### src/rtl/instruction_fetch.sv
// Instruction fetch stage: walks an 8-bit PC through a combinational instruction
// memory and presents one registered instruction byte per cycle to decode.
// Handshake: fetch_valid/fetch_instruction/fetch_pc are held stable while
// fetch_valid=1 and fetch_ready=0; a transfer completes on any rising edge where
// fetch_valid=1 and fetch_ready=1 and no redirect is requested in that cycle.
// A redirect discards the presented instruction, even if fetch_ready=1.
module instruction_fetch #(
  parameter logic [7:0] RESET_PC    = 8'h00,
  parameter logic [7:0] HALT_OPCODE = 8'hFF
) (
  input  logic        clk,
  input  logic        reset_n,
  output logic [7:0]  instruction_address,
  input  logic [7:0]  instruction_data,
  input  logic        redirect_valid,
  input  logic [7:0]  redirect_address,
  input  logic        fetch_ready,
  output logic        fetch_valid,
  output logic [7:0]  fetch_instruction,
  output logic [7:0]  fetch_pc,
  output logic        halted,
  output logic [15:0] fetch_count
);

  typedef enum logic {ST_RUN = 1'b0, ST_HALT = 1'b1} state_t;

  state_t      state_q, state_d;
  logic [7:0]  pc_q, pc_d;
  logic        fetch_valid_q, fetch_valid_d;
  logic [7:0]  fetch_instruction_q, fetch_instruction_d;
  logic [7:0]  fetch_pc_q, fetch_pc_d;
  logic [15:0] fetch_count_q, fetch_count_d;

  logic load;
  logic handshake;

  // A new byte may be captured when running, not redirected, and the output slot is free or draining.
  assign load      = (state_q == ST_RUN) && !redirect_valid && (!fetch_valid_q || fetch_ready);
  assign handshake = fetch_valid_q && fetch_ready && !redirect_valid;

  // State register plus datapath registers, all cleared asynchronously.
  always_ff @(posedge clk or negedge reset_n) begin
    if (!reset_n) begin
      state_q             <= ST_RUN;
      pc_q                <= RESET_PC;
      fetch_valid_q       <= 1'b0;
      fetch_instruction_q <= 8'h00;
      fetch_pc_q          <= 8'h00;
      fetch_count_q       <= 16'h0000;
    end else begin
      state_q             <= state_d;
      pc_q                <= pc_d;
      fetch_valid_q       <= fetch_valid_d;
      fetch_instruction_q <= fetch_instruction_d;
      fetch_pc_q          <= fetch_pc_d;
      fetch_count_q       <= fetch_count_d;
    end
  end

  // Next-state logic: redirect wins, otherwise a loaded halt opcode parks the FSM.
  always_comb begin
    state_d = state_q;
    if (redirect_valid) begin
      state_d = ST_RUN;
    end else if (load && (instruction_data == HALT_OPCODE)) begin
      state_d = ST_HALT;
    end
  end

  // Datapath next values: redirect, load, drain-in-halt, or hold (stall).
  always_comb begin
    pc_d                = pc_q;
    fetch_valid_d       = fetch_valid_q;
    fetch_instruction_d = fetch_instruction_q;
    fetch_pc_d          = fetch_pc_q;
    if (redirect_valid) begin
      pc_d          = redirect_address;
      fetch_valid_d = 1'b0;
    end else if (load) begin
      fetch_instruction_d = instruction_data;
      fetch_pc_d          = pc_q;
      fetch_valid_d       = 1'b1;
      pc_d                = pc_q + 8'd1;
    end else if (fetch_valid_q && fetch_ready) begin
      // Only reachable in HALT: last instruction accepted, nothing follows.
      fetch_valid_d = 1'b0;
    end
  end

  // Handshake counter saturates at all-ones and survives redirects.
  always_comb begin
    fetch_count_d = fetch_count_q;
    if (handshake && (fetch_count_q != 16'hFFFF)) begin
      fetch_count_d = fetch_count_q + 16'd1;
    end
  end

  // Output decode: halted reflects the registered state directly.
  always_comb begin
    halted              = (state_q == ST_HALT);
    instruction_address = pc_q;
    fetch_valid         = fetch_valid_q;
    fetch_instruction   = fetch_instruction_q;
    fetch_pc            = fetch_pc_q;
    fetch_count         = fetch_count_q;
  end

endmodule
### config.mk
export PLATFORM = sky130hd
export DESIGN_NAME = instruction_fetch
export DESIGN_NICKNAME = d
export VERILOG_FILES = /design/src/rtl/instruction_fetch.sv
export SDC_FILE = /design/constraint.sdc
export NUM_CORES = 1
export LEC_CHECK = 0
export BUFFER_PORTS_ARGS = -buffer_cell sky130_fd_sc_hd__buf_2
export CORE_MARGIN = 2
export CORE_UTILIZATION = 45
export CTS_CLUSTER_DIAMETER = 60
export DETAILED_ROUTE_END_ITERATION = 6
export PLACE_DENSITY = 0.81
export SYNTH_ARGS = -nofsm -noshare
export SYNTH_HDL_FRONTEND = slang
export SYNTH_SLANG_ARGS = --single-unit
### constraint.sdc
create_clock -name clk -period 1.7 [get_ports clk]
set_input_delay 0.255 -clock clk [delete_from_list [all_inputs] [get_ports clk]]
set_output_delay 0.255 -clock clk [all_outputs]
set_load 0.1 [all_outputs]
==> flow_summary.toml <==
[logic_synthesis]
synth-simple-area-share_pct = 21.4
synthesis.yosys.warnings = 0
synth_adder_area_share_pct = 1.24
post_synth_xor_area_fraction_pct = 7.81
synth.lib_cells_used.distinct = 39
synth_top_area_share_pct = 52.1
synth_top_cell_by_area = "sky130_fd_sc_hd__dfrtp_1"
yosys_register_bits = 42
synth.avg_cell_area_um2 = 11.7
largest_family_of_logic_cells_by_synthesized_area = "simple AND/OR/NAND/NOR gates"
synthArstFlopShare_pct = 100
netlist_instances = 172
syn_nets = 194
synth.area.mux_share_pct = 11.3
synth_compound_gate_area_share_pct = 4.59
synthesis.area_um2 = 2020
synth.area.top_cells = "sky130_fd_sc_hd__dfrtp_1 52%, sky130_fd_sc_hd__mux2_2 9.5%, sky130_fd_sc_hd__xnor2_1 4.8%, sky130_fd_sc_hd__xor2_1 3.0%, sky130_fd_sc_hd__nand2_1 2.8%"
synth_edf_count = 0
ys_dominant_reg_cell = "sky130_fd_sc_hd__dfrtp_1"
synth-seq-area-share_pct = 52.1

[pwr]
design_power_total_mw = 3.67
seqPwrFrac_pct = 36.6
leakagePower_nw = 1.26
power.switching_mw = 1.82
p_comb_share_pct = 45.1
switching_share_pct = 49.5
power_share_of_the_clock_group_pct = 18.4
ir_worst_vdd_mv = 0.949
power_density_nw_per_um2 = 1360
intPower_mw = 1.85

[flow_run]
cap_viol_max_count = 0

[global_routing]
use_met1_pct = 23.4
busiest_layer = "met2"
grt_met2_usage_pct = 30.4
global_route_wire_length_before_repair_mm = 7.32
first_global_vias = 1594
antenna_found_initial = 0
grt_start_max_net_pins = 34
gr-total-overflow = 0
groute.usage.overall_pct = 18.4
grt_util_met3_pct = 5.13

[clock_tree]
cts_tree = "done"
cts.clk_slew.worst_paths_ns = 0.08
insertion_delay_ns = 0.30
clockRootBuffer = "sky130_fd_sc_hd__clkbuf_8"
cts_htree_levels = 2
cts_buffer_depth = 2
cts_hold_bufs = 0
cts_made_buffers = 5
numClockSinks = 42

[detailed_routing]
drt.antenna.violating_nets = 0
detail_route.drc_violations = 0
dr_total_vias = 1593
wl_per_cell_um = 14.3
drtPass1Iterations = 4
first_iter_violations = 63
routed_wl_mm = 4.33
route.detailed.vias_per_inst = 5.27

[critical_path]
timing.setup.critical_path_class = "flop to flop"
crit-reg2reg-capture = "fetch_count[15]$_DFFE_PN0P_"
timing.critical_path.arrival_ns = 1.80
worst-r2r-setup-slack_ns = 0.09
critPathCaptureType = "flop"
critPathRequiredTime_ns = 1.89
worst_r2r_startpoint = "fetch_count[0]$_DFFE_PN0P_"
r2r_cells = 4
startpoint_type = "flop"
critical_path.max_fanout = 5

[cells_and_area]
layout_commonest_cell = "sky130_fd_sc_hd__buf_2"
antenna_cells_inserted = 0
layout-drive-gt1-share_pct = 55.6
area_added_between_synthesis_and_finish_pct = 34.1
post-route-cell-area_um2 = 2710
top_library_cells_by_usage_in_the_layout_fill_and_taps_aside = "61 x sky130_fd_sc_hd__buf_2, 19 x sky130_fd_sc_hd__dfrtp_4, 17 x sky130_fd_sc_hd__dfrtp_1"
nNetsFinal = 271
fillCellCount = 355

[sta]
timing.final.crit_share_pct = 94.7
drv_slew = 0
final-setup-viol-count = 0
final_hold_vios = 0
worst-slew-pin-transition_ns = 0.779
finalCriticalPeriod_ns = 1.61
fin_ws_ns = 0.0895
rsz0062_at_grt = "false"
max_slew_margin_pct = 48.1
timing.hold.ws_ns = 0.0357
fin_worst_skew_ns = 0.00861
highest_clock_rate_mhz = 621

[placed_design]
finalWeightedCongestion = 0.788
place.detailed.hpwl_mm = 3.26
place_ws_ns = -0.186
number_of_buffers_added_on_ports = 61
placed_cell_area_um2 = 2590

[status]
outcome = "completed"

[floorplanning]
dieWidth_um = 71.0
number_of_placed_i_o_pins = 62
floorplan.core_area_um2 = 4320
fp.dieArea_um2 = 5040
initial_core_util_pct = 46.7
std_cell_rows = 24
floorplan.die.height_um = 71.0

[worst_hold_path]
hold_path_class = "primary input to async pin"
==> cell type report <==
cell class	count	area, µm²	area share, %
Sequential cell	42	1130	41.7
Multi-Input combinational cell	122	995	36.8
Timing Repair Buffer	75	410	15.2
Clock buffer	6	82.6	3.05
Tap cell	52	65.1	2.40
Clock inverter	2	12.5	0.462
Inverter	3	11.3	0.416
==> worst max-delay path by stage <==
stage	from	endpoint	slack, ns	cells after the start
2_1_floorplan	fetch_valid$_DFFE_PN0P_	fetch_instruction[4]$_DFFE_PN0P_	-0.15	5
3_3_place_gp	fetch_valid$_DFFE_PN0P_	fetch_instruction[6]$_DFFE_PN0P_	-0.09	3
3_5_place_dp	fetch_valid$_DFFE_PN0P_	fetch_instruction[7]$_DFFE_PN0P_	-0.19	3
4_1_cts	fetch_count[0]$_DFFE_PN0P_	fetch_count[15]$_DFFE_PN0P_	0.07	4
5_1_grt	fetch_valid$_DFFE_PN0P_	fetch_count[12]$_DFFE_PN0P_	0.004	6
6_report	fetch_count[0]$_DFFE_PN0P_	fetch_count[15]$_DFFE_PN0P_	0.09	4
==> timing repair <==
item	CTS	global route
setup buffers	2	0
pin swaps	1	0
gates resized for setup	0	1
endpoints found under the hold margin	0	0
endpoints found under the setup margin	16	1
==> layer usage <==
| layer | wire length, µm | share of wire [%] |
|---|---|---|
| met1 | 1910 | 44 |
| met2 | 2120 | 49 |
| met5 | 0 | 0 |
| met3 | 252 | 5.8 |
| met4 | 47 | 1.1 |
==> per-stage QoR <==
| stage | util (%) | std cells | setup TNS, ns |
|---|---|---|---|
| after floorplan | - | 172 | -1.46 |
| after global placement | 59.9 | 292 | -1.05 |
| after detailed placement | 59.9 | 292 | -2.51 |
| after CTS | 62.4 | 302 | 0 |
| after global routing | 62.6 | 302 | 0 |
| final | 62.6 | 302 | 0 |
==> cells by family after synthesis <==
logic type,Yosys count
muxes,20
adders and majority gates,2
xor gates and xnor gates,18
DFF,42
buffers and inverters,8
and+or+nand+nor,67
AOI/OAI and AO/OA,15
==> power groups by stage <==
stage | clock [mW] | sequential [mW] | combinational (mW)
floorplan | 0 | 2.42 | 0.282
global placement | 0 | 1.36 | 1.64
detailed placement | 0 | 1.36 | 1.66
CTS | 0.692 | 1.34 | 1.66
global route | 0.726 | 1.36 | 1.71
finish | 0.674 | 1.34 | 1.65
==> synth_stat cells, types with 3 or more instances <==
master / instances
sky130_fd_sc_hd__nor4_1: 3
sky130_fd_sc_hd__mux2_2: 17
sky130_fd_sc_hd__o21ai_0: 6
sky130_fd_sc_hd__nand3_1: 5
sky130_fd_sc_hd__xor2_1: 7
sky130_fd_sc_hd__xnor2_1: 11
sky130_fd_sc_hd__nor2_1: 7
sky130_fd_sc_hd__nand2_1: 15
sky130_fd_sc_hd__nor3b_1: 3
sky130_fd_sc_hd__nor3_1: 7
sky130_fd_sc_hd__a21oi_1: 3
sky130_fd_sc_hd__nor4b_1: 4
sky130_fd_sc_hd__clkbuf_1: 3
sky130_fd_sc_hd__dfrtp_1: 42
sky130_fd_sc_hd__nand4_1: 6
sky130_fd_sc_hd__inv_1: 3
==> state kept, by name (all words and copies together) (netlist names) <==
register	cells
fetch_count	16
fetch_instruction	8
fetch_pc	8
instruction_address	8
fetch_valid	1
halted	1
==> worst max-delay path: stages, from the launching register on <==
cell                      delay (ns)
sky130_fd_sc_hd__dfrtp_4        0.45
sky130_fd_sc_hd__nand3_1        0.13
sky130_fd_sc_hd__or2_4          0.31
sky130_fd_sc_hd__nor4_4         0.27
sky130_fd_sc_hd__mux2_1         0.34
Note: power is estimated with default switching activity, not from simulation.
